<file path="src/rtl/sum_frame_pkg.sv">
// Shared types and helpers for the frame accumulator.
package sum_frame_pkg;

  // Frame FSM: waiting for first sample, gathering, holding a result.
  typedef enum logic [1:0] {
    IDLE  = 2'd0,
    ACCUM = 2'd1,
    HOLD  = 2'd2
  } state_e;

  // Width of the saturating dropped-sample counter.
  localparam int DROP_W = 8;

  // Ceiling log2, used for the accumulator growth and the average shift.
  function automatic int clog2(input int v);
    int r;
    r = 0;
    while ((1 << r) < v) r++;
    return r;
  endfunction

endpackage

</file>
<file path="src/rtl/sum_minmax_track.sv">
// Running unsigned min/max tracker. The *_nxt_o outputs already include the
// sample being loaded/updated this cycle, so a caller can capture the final
// extremes on the same edge that accepts the last sample of a frame.
module sum_minmax_track #(
  parameter int WIDTH = 4
) (
  input  logic             clk,
  input  logic             rst_n,
  input  logic             load_i,
  input  logic             update_i,
  input  logic [WIDTH-1:0] data_i,
  output logic [WIDTH-1:0] min_nxt_o,
  output logic [WIDTH-1:0] max_nxt_o
);

  logic [WIDTH-1:0] min_q, max_q;

  // Next extremes: load restarts from the sample, update folds it in.
  always_comb begin
    min_nxt_o = min_q;
    max_nxt_o = max_q;
    if (load_i) begin
      min_nxt_o = data_i;
      max_nxt_o = data_i;
    end else if (update_i) begin
      if (data_i < min_q) min_nxt_o = data_i;
      if (data_i > max_q) max_nxt_o = data_i;
    end
  end

  // Hold the running extremes between samples.
  always_ff @(posedge clk or negedge rst_n) begin
    if (!rst_n) begin
      min_q <= '0;
      max_q <= '0;
    end else begin
      min_q <= min_nxt_o;
      max_q <= max_nxt_o;
    end
  end

endmodule

</file>
<file path="src/rtl/sum_frame_accum.sv">
// Frame accumulator: gathers FRAME_LEN samples from the adder stage and
// presents total/average/min/max on a valid/ready result port.
// Handshakes: a sample moves when in_valid && in_ready at a rising CLK edge;
// a result moves when out_valid && out_ready at a rising CLK edge. Upstream
// never stalls, so in_valid while in_ready is low is a lost sample.
module sum_frame_accum
  import sum_frame_pkg::*;
#(
  parameter  int WIDTH     = 3,
  parameter  int FRAME_LEN = 8,
  localparam int SHIFT     = clog2(FRAME_LEN),
  localparam int SW        = WIDTH + 1,
  localparam int ACC_W     = WIDTH + 1 + SHIFT
) (
  input  logic              CLK,
  input  logic              rst_n,
  input  logic              clear,
  input  logic              in_valid,
  input  logic [SW-1:0]     in_data,
  output logic              in_ready,
  output logic              out_valid,
  input  logic              out_ready,
  output logic [ACC_W-1:0]  out_sum,
  output logic [SW-1:0]     out_avg,
  output logic [SW-1:0]     out_min,
  output logic [SW-1:0]     out_max,
  output logic [DROP_W-1:0] drop_cnt,
  output state_e            dbg_state
);

  localparam int CNT_W = SHIFT + 1;

  state_e              state_q, state_d;
  logic [CNT_W-1:0]    cnt_q, cnt_d;
  logic [ACC_W-1:0]    acc_q, acc_d;
  logic                in_ready_q, in_ready_d;
  logic                out_valid_q, out_valid_d;
  logic [DROP_W-1:0]   drop_q, drop_d;
  logic [ACC_W-1:0]    sum_q;
  logic [SW-1:0]       avg_q, min_q, max_q;
  logic [SW-1:0]       min_nxt, max_nxt;
  logic                accept, load, update, capture;

  assign accept = in_valid && in_ready_q;

  sum_minmax_track #(.WIDTH(SW)) u_minmax (
    .clk       (CLK),
    .rst_n     (rst_n),
    .load_i    (load),
    .update_i  (update),
    .data_i    (in_data),
    .min_nxt_o (min_nxt),
    .max_nxt_o (max_nxt)
  );

  // Frame FSM next state, accumulator, handshake flags and drop counter.
  always_comb begin
    state_d     = state_q;
    cnt_d       = cnt_q;
    acc_d       = acc_q;
    in_ready_d  = in_ready_q;
    out_valid_d = out_valid_q;
    drop_d      = drop_q;
    load        = 1'b0;
    update      = 1'b0;
    capture     = 1'b0;
    if (clear) begin
      state_d     = IDLE;
      cnt_d       = '0;
      in_ready_d  = 1'b1;
      out_valid_d = 1'b0;
      drop_d      = '0;
    end else begin
      // in_ready is low only in HOLD or in the first cycle out of reset
      // (state IDLE); the latter is not counted as a drop.
      if (in_valid && !in_ready_q && state_q == HOLD && drop_q != '1)
        drop_d = drop_q + DROP_W'(1);
      unique case (state_q)
        IDLE: begin
          in_ready_d = 1'b1;
          if (accept) begin
            acc_d   = {{SHIFT{1'b0}}, in_data};
            cnt_d   = CNT_W'(1);
            load    = 1'b1;
            state_d = ACCUM;
          end
        end
        ACCUM: begin
          if (accept) begin
            acc_d  = acc_q + {{SHIFT{1'b0}}, in_data};
            cnt_d  = cnt_q + CNT_W'(1);
            update = 1'b1;
            if (cnt_q == CNT_W'(FRAME_LEN - 1)) begin
              capture     = 1'b1;
              out_valid_d = 1'b1;
              in_ready_d  = 1'b0;
              state_d     = HOLD;
            end
          end
        end
        HOLD: begin
          if (out_valid_q && out_ready) begin
            out_valid_d = 1'b0;
            in_ready_d  = 1'b1;
            cnt_d       = '0;
            state_d     = IDLE;
          end
        end
        default: state_d = IDLE;
      endcase
    end
  end

  // Control and accumulation state.
  always_ff @(posedge CLK or negedge rst_n) begin
    if (!rst_n) begin
      state_q     <= IDLE;
      cnt_q       <= '0;
      acc_q       <= '0;
      in_ready_q  <= 1'b0;
      out_valid_q <= 1'b0;
      drop_q      <= '0;
    end else begin
      state_q     <= state_d;
      cnt_q       <= cnt_d;
      acc_q       <= acc_d;
      in_ready_q  <= in_ready_d;
      out_valid_q <= out_valid_d;
      drop_q      <= drop_d;
    end
  end

  // Result registers change only when a frame completes; clear leaves them.
  always_ff @(posedge CLK or negedge rst_n) begin
    if (!rst_n) begin
      sum_q <= '0;
      avg_q <= '0;
      min_q <= '0;
      max_q <= '0;
    end else if (capture) begin
      sum_q <= acc_d;
      avg_q <= acc_d[ACC_W-1:SHIFT];
      min_q <= min_nxt;
      max_q <= max_nxt;
    end
  end

  assign in_ready  = in_ready_q;
  assign out_valid = out_valid_q;
  assign out_sum   = sum_q;
  assign out_avg   = avg_q;
  assign out_min   = min_q;
  assign out_max   = max_q;
  assign drop_cnt  = drop_q;
  assign dbg_state = state_q;

endmodule

</file>
<file path="config.mk">
export PLATFORM = sky130hd
export DESIGN_NAME = sum_frame_accum
export DESIGN_NICKNAME = d
export VERILOG_FILES = /design/src/rtl/sum_frame_pkg.sv /design/src/rtl/sum_minmax_track.sv /design/src/rtl/sum_frame_accum.sv
export SDC_FILE = /design/constraint.sdc
export NUM_CORES = 1
export LEC_CHECK = 0
export BUFFER_PORTS_ARGS = -buffer_cell sky130_fd_sc_hd__buf_2
export CELL_PAD_IN_SITES_DETAIL_PLACEMENT = 1
export CELL_PAD_IN_SITES_GLOBAL_PLACEMENT = 1
export CORE_MARGIN = 4
export CORE_UTILIZATION = 45
export DETAILED_ROUTE_END_ITERATION = 8
export PLACE_DENSITY_LB_ADDON = 0.25
export SYNTH_ARGS = -nofsm -noshare
export SYNTH_HDL_FRONTEND = slang
export SYNTH_HIERARCHICAL = 1
export SYNTH_SLANG_ARGS = --single-unit
</file>
<file path="constraint.sdc">
create_clock -name CLK -period 6.1 [get_ports CLK]
set_input_delay 1.22 -clock CLK [delete_from_list [all_inputs] [get_ports CLK]]
set_output_delay 1.22 -clock CLK [all_outputs]
set_load 0.005 [all_outputs]
</file>
==> summary.md, run 1 <==
| Metric | Value |
|---|---|
| Hold crit path type | `flip-flop to flip-flop` |
| Startpoint Class | `input port` |
| Slew Limit Headroom | `0.291` |
| Met1 Use GR | `0.231` |
| Gr busiest metal | `met2` |
| Leak | `1.45 nW` |
| Slowest stage delay, CP | `0.40 ns` |
| Post-CTS Setup Bufs | `0` |
| DIE AREA | `approximately 7000 um^2` |
| Antenna violations before repair | `0` |
| GRT Total Usage | `0.178` |
| CTS H-Tree Depth | `2` |
| Post-CTS Resized | `0` |
| Post-synth top area share | `0.444` |
| Row count | `27` |
| Synth area leaders | `dfrtp_1 (44%), ha_1 (8.2%), mux2_2 (6.5%)` |
| Layout Nets | `307` |
| RSZ-0062 raised after global routing | `false` |
| TritonCTS Sinks | `46` |
| Hold Vio Cnt, Final | `0` |
| Ports | `40` |
| Post-Synth Simple-Gate Area | `0.133` |
| Worst skew pair latency | `0.30 ns` |
| Post-Synth Adder-Cell Area | `0.0898` |
| Die Wd | `83.9 um` |
| WP data arrival | `~3.1 ns` |
| Async S/R FF share, synth | `1.00` |
| Cell variety after synth | `51` |
| Dominant synthesized flop cell | `dfrtp_1` |
| Slowest CP cell | `fa_1` |
| Cell family with most CP delay | `adder cells` |
| Tmin final | `2.95 ns` |
| Vias in the first global route | `2088` |
| Setup Viol. Count Final | `0` |
| Filler cells | `635` |
| Diodes inserted | `0` |
| Synth Register Bits | `46` |
| Mux cell area share after synthesis | `0.121` |
| CTS tree | `built` |
| Critical path fanouts, max | `6` |
| Grt ovf | `0` |
| Starting Density | `0.468` |
| Crit-path cells | `buf_2 > ha_1 > inv_1 > fa_1 > nor2b_1 > o21ai_0 > a21oi_1 > mux2_2 > mux2_2` |
| Worst-path clk slew | `0.08 ns` |
| Cts bufs inserted | `5` |
| Largest family of logic cells by synthesized area | `compound AO/OA/AOI/OAI gates` |
| Vias after detailed routing | `1931` |
| Post-route setup TNS | `0 ns` |
| Share of cells above drive strength 1 | `0.275` |
| Crit path required time | `6.29 ns` |
| Root Buffer | `clkbuf_8` |
| Status | `finished, final reports clean` |
| DRT antenna net count | `0` |
| CP dominant cell by count | `mux2_2` |
| Setup crit end kind | `flip-flop` |
| Routing usage on met3 | `0.0355` |
| Global-route wire length before repair | `roughly 10000 um` |
| Mean post-synth cell area | `10.7 um^2` |
| Core ar. | `5540 um^2` |
| Worst path buffer plus inverter count | `2` |
| Drt via density | `5.49` |
| Post-Syn Area | `between 2000 and 3000 um^2` |
| Final setup margin | `3.15 ns` |
| Compound-Gate Fraction of Synth Area | `0.135` |
| Synth Area in XOR/XNOR | `0.0236` |
| Highest clock rate | `339 MHz` |
| Drt first-iter violations | `31` |
| Sequential element share of the synthesized area | `0.444` |
| HPWL Detailed | `between 4000 and 5000 um` |
| Post-synth net total | `270` |
| EDFF count, synth | `0` |
| Leading area contributor after synthesis | `dfrtp_1` |
| Pre-antenna DRT Iters | `4` |
| Final worst-path cycle share | `0.483` |
| I/O Buffers | `39` |
| VDD IR-drop max | `114 uV` |
| Final WL | `5880 um` |
| Synth warnings | `6` |
| P&R area growth vs syn | `13.1%` |
| DR WL/cell | `16.7 um` |
| Met2 usage | `0.309` |
| Multi-input logic area | `1300 um^2` |
| Utilization after layout | `0.529` |
| Final Skew | `0.00415 ns` |
| Max Slew Vio Count | `0` |
| DRC | `0` |
| Pin count of the biggest net entering global routing | `47` |
| Register area | `1150 um^2` |
| Longest Clk Path Bufs | `2` |
| Pre-CTS WS | `~2.8 ns` |
| Cts hold-fix bufs | `0` |
| Die Y-Extent | `83.9 um` |
| Cells after Synth | `243` |
| Worst-margin pin slew | `between 1 and 1.5 ns` |
| GP Congestion | `0.749` |
| MaxCap Viol Count | `0` |
| Pwr per Cell Area | `340 nW/um^2` |
| Worst Setup Path Type | `input port to flip-flop` |
==> routing by layer <==
metal,part of all wire,vias to the layer above,wire length [um]
met1,0.46,976,2690
met5,0,-,0
met3,0.033,5,194
li1,-,920,-
met4,0.0095,0,56
met2,0.50,30,2950
==> logic make-up (layout without fill, tap and decap cells) <==
logic type                 after synthesis  count (layout)
and+or+nand+nor                         67              67
AOI/OAI and AO/OA                       48              48
DFF                                     46              46
muxes                                   28              28
adders and majority gates               18              18
buffers and inverters                   29              66
xor gates and xnor gates                 7               7
==> synth_stat cells (6+ instances only) <==
library cell / instances
inv_1: 19
nor2b_1: 6
ha_1: 17
dfrtp_1: 46
nand3_1: 6
a21oi_1: 8
mux2_1: 8
o21ai_0: 9
nor2_1: 19
mux2_2: 15
nand2_1: 18
==> registers in the layout (all words and copies together) (netlist names) <==
name and flops:
u_minmax/max_q 4, drop_cnt 8, out_min 4, cnt_q 4
out_max 4, out_sum 7, acc_q 7, dbg_state 2
u_minmax/min_q 4, out_valid 1, in_ready 1
==> through the flow <==
stage,power (mW),instances,hold slack [ns],instance area [um^2]
6_report,0.998,352,0.508,2930
5_1_grt,1.08,352,0.540,2930
4_1_cts,1.01,352,0.512,2930
3_5_place_dp,0.771,345,0.492,2820
3_3_place_gp,0.749,345,0.485,2820
2_1_floorplan,0.670,243,0.475,2590
==> worst register-to-register path: stages, from the launching register on <==
cell and delay [ns]:
dfrtp_1 0.43, inv_1 0.11, ha_1 0.57, nand2b_4 0.12, nor2_1 0.29, a21oi_1 0.14
a21oi_2 0.26, mux2_1 0.40, mux2_2 0.28
==> cells in the final DEF (no fill, tap or decap), drive strengths merged, types with 2 or more instances in the layout <==
| cell type | Yosys | routed |
|---|---|---|
| a22o | 2 | 2 |
| ha | 17 | 17 |
| a32o | 2 | 2 |
| buf | 8 | 40 |
| o21ai | 12 | 12 |
| xnor2 | 5 | 5 |
| mux2 | 24 | 24 |
| a21oi | 11 | 11 |
| nand3 | 6 | 6 |
| dfrtp | 46 | 46 |
| nand4 | 2 | 2 |
| nor2 | 19 | 19 |
| inv | 19 | 19 |
| a22oi | 5 | 5 |
| nand3b | 2 | 2 |
| nor3 | 3 | 3 |
| or3 | 2 | 2 |
| nor2b | 6 | 6 |
| nand2b | 3 | 3 |
| o31ai | 4 | 4 |
| a211oi | 3 | 3 |
| xor2 | 2 | 2 |
| mux2i | 4 | 4 |
| nand2 | 19 | 19 |
| clkbuf | 2 | 6 |
==> layout make-up <==
type	count	area share
clock buffers	6	0.0282
clock inverters	1	0.0102
inverters	19	0.0243
multi-input cells	168	0.445
flip-flops and latches	46	0.393
well taps	72	0.0307
repair buffers	40	0.0691
==> power breakdown <==
group          internal (mW)  total [mW]  switching (mW)
clock network          0.131       0.232           0.101
logic                  0.152       0.365           0.213
registers              0.358       0.401          0.0426
==> final timing paths <==
check                             start                 to  slack, ns  cells past startpoint
hold reg to reg              out_max[0]         out_max[0]       0.51                      1
setup / recovery             in_data[0]         out_sum[6]       3.15                      9
max in group asynchronous         rst_n  u_minmax/max_q[2]       4.33                      1
setup reg to reg           dbg_state[1]         out_max[2]       3.40                      8
hold / removal               out_max[0]         out_max[0]       0.51                      1
min in group asynchronous         rst_n        drop_cnt[1]       1.09                      1
(Power assumes the default switching activity.)
==> run 2: changes to the inputs <==
- CORE_UTILIZATION: 45 -> 40
- clock period: 6.1 -> 2.6 ns (I/O delays scaled with it)
==> run 2 against run 1 <==
Against the previous run:
- power is 130% higher
- setup slack got worse by 2.8 ns
- sequential share of layout area fell by 0.59 points
- via count is 0.16% higher
- flip-flop and latch count unchanged
- clock power grew 98%
- critical path depth fell by 1
- cell count up 3.4%
- register-to-register slack worse by 3.1 ns
- global-route usage fell by 1.9 points
- count of clock-buffer cells in the layout down 1
- design area increased by 1.5%
==> summary.md, run 2 (synthesis gave the netlist of run 1 again) <==
| Metric | Value |
|---|---|
| WP data arrival | `2.47 ns` |
| Placed standard-cell area | `2880 um^2` |
| Commonest non-fill, non-tap cell in the layout | `dfrtp_1` |
| Register area | `1150 um^2` |
| Die Wd | `88.5 um` |
| Critical path fanouts, max | `4` |
| DRT antenna net count | `0` |
| Drt first-iter violations | `between 50 and 60` |
| Final Non-Filler Cells | `364` |
| Final worst-path cycle share | `0.875` |
| Final Skew | `between 0.006 and 0.007 ns` |
| Max Slew Vio Count | `0` |
| Hold Vio Cnt, Final | `0` |
| MaxCap Viol Count | `0` |
| Layout Nets | `313` |
| Worst-path clk slew | `0.10 ns` |
| P&R area growth vs syn | `14.8%` |
| Root Buffer | `clkbuf_8` |
| Multi-input logic area | `~1300 um^2` |
| Dpl cells | `356` |
| Grt ovf | `0` |
| Worst-margin pin slew | `0.658 ns` |
| Starting Density | `0.411` |
| Slew Limit Headroom | `0.558` |
| Post-CTS Setup Bufs | `0` |
| I/O Buffers | `39` |
| Utilization after layout | `0.471` |
| Startpoint Class | `flip-flop` |
| Drt via density | `5.31` |
| Post-route setup TNS | `0 ns` |
| Highest clock rate | `about 440 MHz` |
| Design Area, Final | `2980 um^2` |
| Cts bufs inserted | `5` |
| TritonCTS Sinks | `46` |
| Core ar. | `6310 um^2` |
| DRC | `0` |
| VDD IR-drop max | `around 370 uV` |
| CTS tree | `built` |
| Vias in the first global route | `2028` |
| Max reg flops | `8` |
| Worst skew pair latency | `0.30 ns` |
| Longest Clk Path Bufs | `2` |
| DR WL/cell | `15.7 um` |
| Post-CTS Resized | `0` |
| Pwr per Cell Area | `~760 nW/um^2` |
| GP Congestion | `0.756` |
| Antenna violations before repair | `0` |
| Hold crit path type | `input port to async pin` |
| Final WL | `5730 um` |
| Setup Viol. Count Final | `0` |
| Die Y-Extent | `between 80 and 90 um` |
| Cts hold-fix bufs | `0` |
| Most frequent cells in the layout | `dfrtp_1 (46), buf_2 (39), inv_1 (19), nor2_1 (19), nand2_1 (18)` |
| HPWL Detailed | `4280 um` |
| RSZ-0062 raised after global routing | `false` |
| Crit path required time | `about 2.8 ns` |
| Global-route wire length before repair | `9810 um` |
| Ports | `40` |
| DIE AREA | `7830 um^2` |
| Worst Setup Path Type | `flip-flop to flip-flop` |
| Pre-antenna DRT Iters | `4` |
| Pwr Total | `2.27 mW` |
| Filler cells | `727` |
| Share of cells above drive strength 1 | `0.293` |
| Vias after detailed routing | `1934` |
| Row count | `29` |
| Status | `finished, final reports clean` |
| GRT Total Usage | `0.160` |
| CTS H-Tree Depth | `2` |
| R2R setup slack | `0.32 ns` |
| Diodes inserted | `0` |
| Setup crit end kind | `flip-flop` |
| Tmin final | `2.28 ns` |
| Leak | `1.47 nW` |
| Pin count of the biggest net entering global routing | `47` |
-- run 2: cell types whose count changed in the layout (fill, tap and decap cells not counted), sizes merged --
cell	delta
buf	+6
bufinv	-1
clkbuf	-1
clkinv	+1
clkinvlp	+1
inv	+1
-- run 2: worst max-delay path: stages (launching register included) --
cell,delay (ns)
dfrtp_1,0.44
inv_1,0.11
ha_1,0.23
nand2b_4,0.08
nor2_1,0.24
a31oi_1,0.17
o21bai_2,0.25
mux2_1,0.36
mux2_2,0.27
-- run 2: final timing paths --
kind,from,end,cells after the start
hold reg to reg,out_max[2],out_max[2],1
max in group asynchronous,rst_n,out_valid,2
min in group CLK,out_max[2],out_max[2],1
hold / removal,rst_n,cnt_q[2],2
setup / recovery,dbg_state[1],out_min[0],8
setup reg to reg,dbg_state[1],out_min[0],8
-- run 2: power by group --
part           leakage, nW  switching, mW  internal (mW)  total [mW]
Combinational        0.818          0.494          0.376       0.870
Sequential           0.609          0.105          0.840       0.945
Clock               0.0447          0.265          0.194       0.460
Total                 1.47          0.864           1.41        2.27
-- run 2: per-stage QoR --
| step | worst slack, ns | hold WS, ns |
|---|---|---|
| global route | 0.165 | 0.193 |
| detailed placement | 0.102 | 0.496 |
| CTS | 0.318 | 0.191 |
| global placement | 0.197 | 0.484 |
| floorplan | 0.380 | 0.224 |
| finish | 0.324 | 0.179 |
-- run 2: cell type report --
| cell class | instances | area share |
|---|---|---|
| timing repair buffer | 46 | 0.0874 |
| inverter | 19 | 0.0240 |
| clock buffer | 5 | 0.0231 |
| clock inverter | 3 | 0.00841 |
| multi-input combinational | 168 | 0.438 |
| tap | 77 | 0.0324 |
| sequential | 46 | 0.387 |
-- run 2: layer usage --
layer,vias up,routed length [um],track usage
met5,-,0,0
met4,0,62,0.0467
met3,6,155,0.0335
met2,24,2710,0.253
met1,971,2800,0.222
li1,933,-,-
==> run 3: changes to the inputs <==
- CORE_MARGIN: 4 -> 10
- SLEW_MARGIN: default -> 20
==> run 3 against run 2 <==
Against the previous run:
- flip-flop and latch count unchanged
- combinational power down 1%
- routed wire length up 0.51%
- non-clock buffer count up 1
- global-route usage down 3.9 points
- critical path type unchanged
- largest cell class unchanged
==> summary.md, run 3 (synthesis gave the netlist of run 1 again) <==
| Metric | Value |
|---|---|
| Status | `finished, final reports clean` |
| Clock power frac | `0.230` |
| Register area | `about 1200 um^2` |
| Setup crit end kind | `flip-flop` |
| Sequential group share of total power | `0.402` |
| I/O Buffers | `39` |
| Net Switching | `0.834 mW` |
| P&R area growth vs syn | `15.8%` |
| Final setup margin | `approximately 0.38 ns` |
| WP data arrival | `2.41 ns` |
| Final WL | `5760 um` |
| Tmin final | `2.22 ns` |
| Longest Clk Path Bufs | `2` |
| Slew Limit Headroom | `0.530` |
| HPWL Detailed | `4370 um` |
| Root Buffer | `clkbuf_8` |
| Cts bufs inserted | `5` |
| DR WL/cell | `15.8 um` |
| Pre-antenna DRT Iters | `4` |
| Gate power share | `0.368` |
| Grt ovf | `0` |
| Slowest CP cell | `dfrtp_1` |
| Max Slew Vio Count | `0` |
| Setup Viol. Count Final | `0` |
| Crit path required time | `2.80 ns` |
| Post-CTS Resized | `0` |
| DRT antenna net count | `0` |
| CTS tree | `built` |
| Die Y-Extent | `about 100 um` |
| Starting Density | `0.411` |
| DIE AREA | `10100 um^2` |
| Post-CTS Setup Bufs | `0` |
| Diodes inserted | `0` |
| Highest clock rate | `451 MHz` |
| Startpoint Class | `flip-flop` |
| Critical path fanouts, max | `5` |
| VDD IR-drop max | `332 uV` |
| Worst-path clk slew | `roughly 0.090 ns` |
| Slowest stage delay, CP | `between 0.4 and 0.5 ns` |
| Core ar. | `6310 um^2` |
| Worst skew pair latency | `0.31 ns` |
| Filler cells | `739` |
| GP Congestion | `0.732` |
| Antenna violations before repair | `0` |
| Multi-input logic area | `1300 um^2` |
| Final worst-path cycle share | `0.852` |
| Power Internal | `1.50 mW` |
| MaxCap Viol Count | `0` |
| Vias after detailed routing | `1917` |
| Ports | `40` |
| DRC | `0` |
| Pin count of the biggest net entering global routing | `46` |
| Worst-margin pin slew | `0.700 ns` |
| Pre-CTS WS | `0.123 ns` |
| Post-route setup TNS | `0 ns` |
| Layout Nets | `~310` |
| Drt via density | `5.25` |
| Sw Share | `0.357` |
| CTS H-Tree Depth | `2` |
| Drt first-iter violations | `67` |
| Hold crit path type | `flip-flop to flip-flop` |
| Global-route wire length before repair | `about 10000 um` |
| Share of cells above drive strength 1 | `0.292` |
| Hold Vio Cnt, Final | `0` |
| Cts hold-fix bufs | `1` |
| Crit-path cells | `inv_1 > ha_1 > and4b_1 > a31oi_1 > o21bai_2 > mux2_1 > mux2_2` |
| Row count | `29` |
| GRT Total Usage | `0.121` |
| Worst Setup Path Type | `flip-flop to flip-flop` |
| Leak | `1.49 nW` |
| Worst path buffer plus inverter count | `1` |
| Vias in the first global route | `2040` |
| Pwr per Cell Area | `778 nW/um^2` |
| Cell family with most CP delay | `multiplexers` |
| Most frequent cells in the layout | `dfrtp_1 (46), buf_2 (39), inv_1 (19), nor2_1 (19), nand2_1 (18)` |
| RSZ-0062 raised after global routing | `false` |
| TritonCTS Sinks | `46` |
| Commonest non-fill, non-tap cell in the layout | `dfrtp_1` |
| Final Skew | `0.00521 ns` |
| Die Wd | `just over 100 um` |
| Max reg flops | `8` |
-- run 3: cell types whose count changed in the layout (fill, tap and decap cells not counted) --
cell,delta
bufinv_16,+1
clkinv_2,+2
clkinv_4,-1
clkinvlp_4,-1
dlygate4sd3_1,+1
inv_6,-1
-- run 3: power by group through the flow --
| stage | Clock, mW | Sequential (mW) | Combinational, mW |
|---|---|---|---|
| floorplan | 0 | 0.924 | 0.647 |
| global placement | 0 | 0.949 | 0.841 |
| detailed placement | 0 | 0.950 | 0.866 |
| CTS | 0.555 | 0.940 | 0.874 |
| global route | 0.579 | 0.957 | 0.986 |
| finish | 0.536 | 0.939 | 0.860 |
-- run 3: worst paths after layout --
path	startpoint	endpoint	slack, ns	cells after the start
setup / recovery	dbg_state[0]	out_min[0]	0.38	7
hold / removal	out_min[3]	out_min[3]	0.51	1
setup reg to reg	dbg_state[0]	out_min[0]	0.38	7
hold reg to reg	out_min[3]	out_min[3]	0.51	1
max in group asynchronous	rst_n	u_minmax/min_q[1]	1.65	3
min in group asynchronous	rst_n	drop_cnt[0]	0.53	2
-- run 3: routing by layer --
metal  part of all wire  track usage  up-vias
met1               0.49        0.158      946
met2               0.45        0.185       25
li1                   -            -      938
met3              0.040       0.0357        8
met4              0.015       0.0435        0
met5                  0            0        -
-- run 3: stage by stage --
stage | power, mW | util | std cells | hold WS, ns | instance area (um^2)
CTS | 2.37 | 0.475 | 365 | 0.515 | 3000
global route | 2.52 | 0.475 | 365 | 0.534 | 3000
floorplan | 1.57 | - | 243 | 0.224 | 2590
global placement | 1.79 | 0.457 | 356 | 0.318 | 2880
detailed placement | 1.82 | 0.457 | 356 | 0.320 | 2880
finish | 2.34 | 0.475 | 365 | 0.507 | 3000
-- run 3: area by class of cell --
cell class / count / share of cell area
clock inverter: 3 / 0.0133
timing repair buffer: 47 / 0.0900
multi-input combinational: 168 / 0.434
clock buffer: 5 / 0.0229
inverter: 19 / 0.0238
sequential: 46 / 0.383
tap: 77 / 0.0321
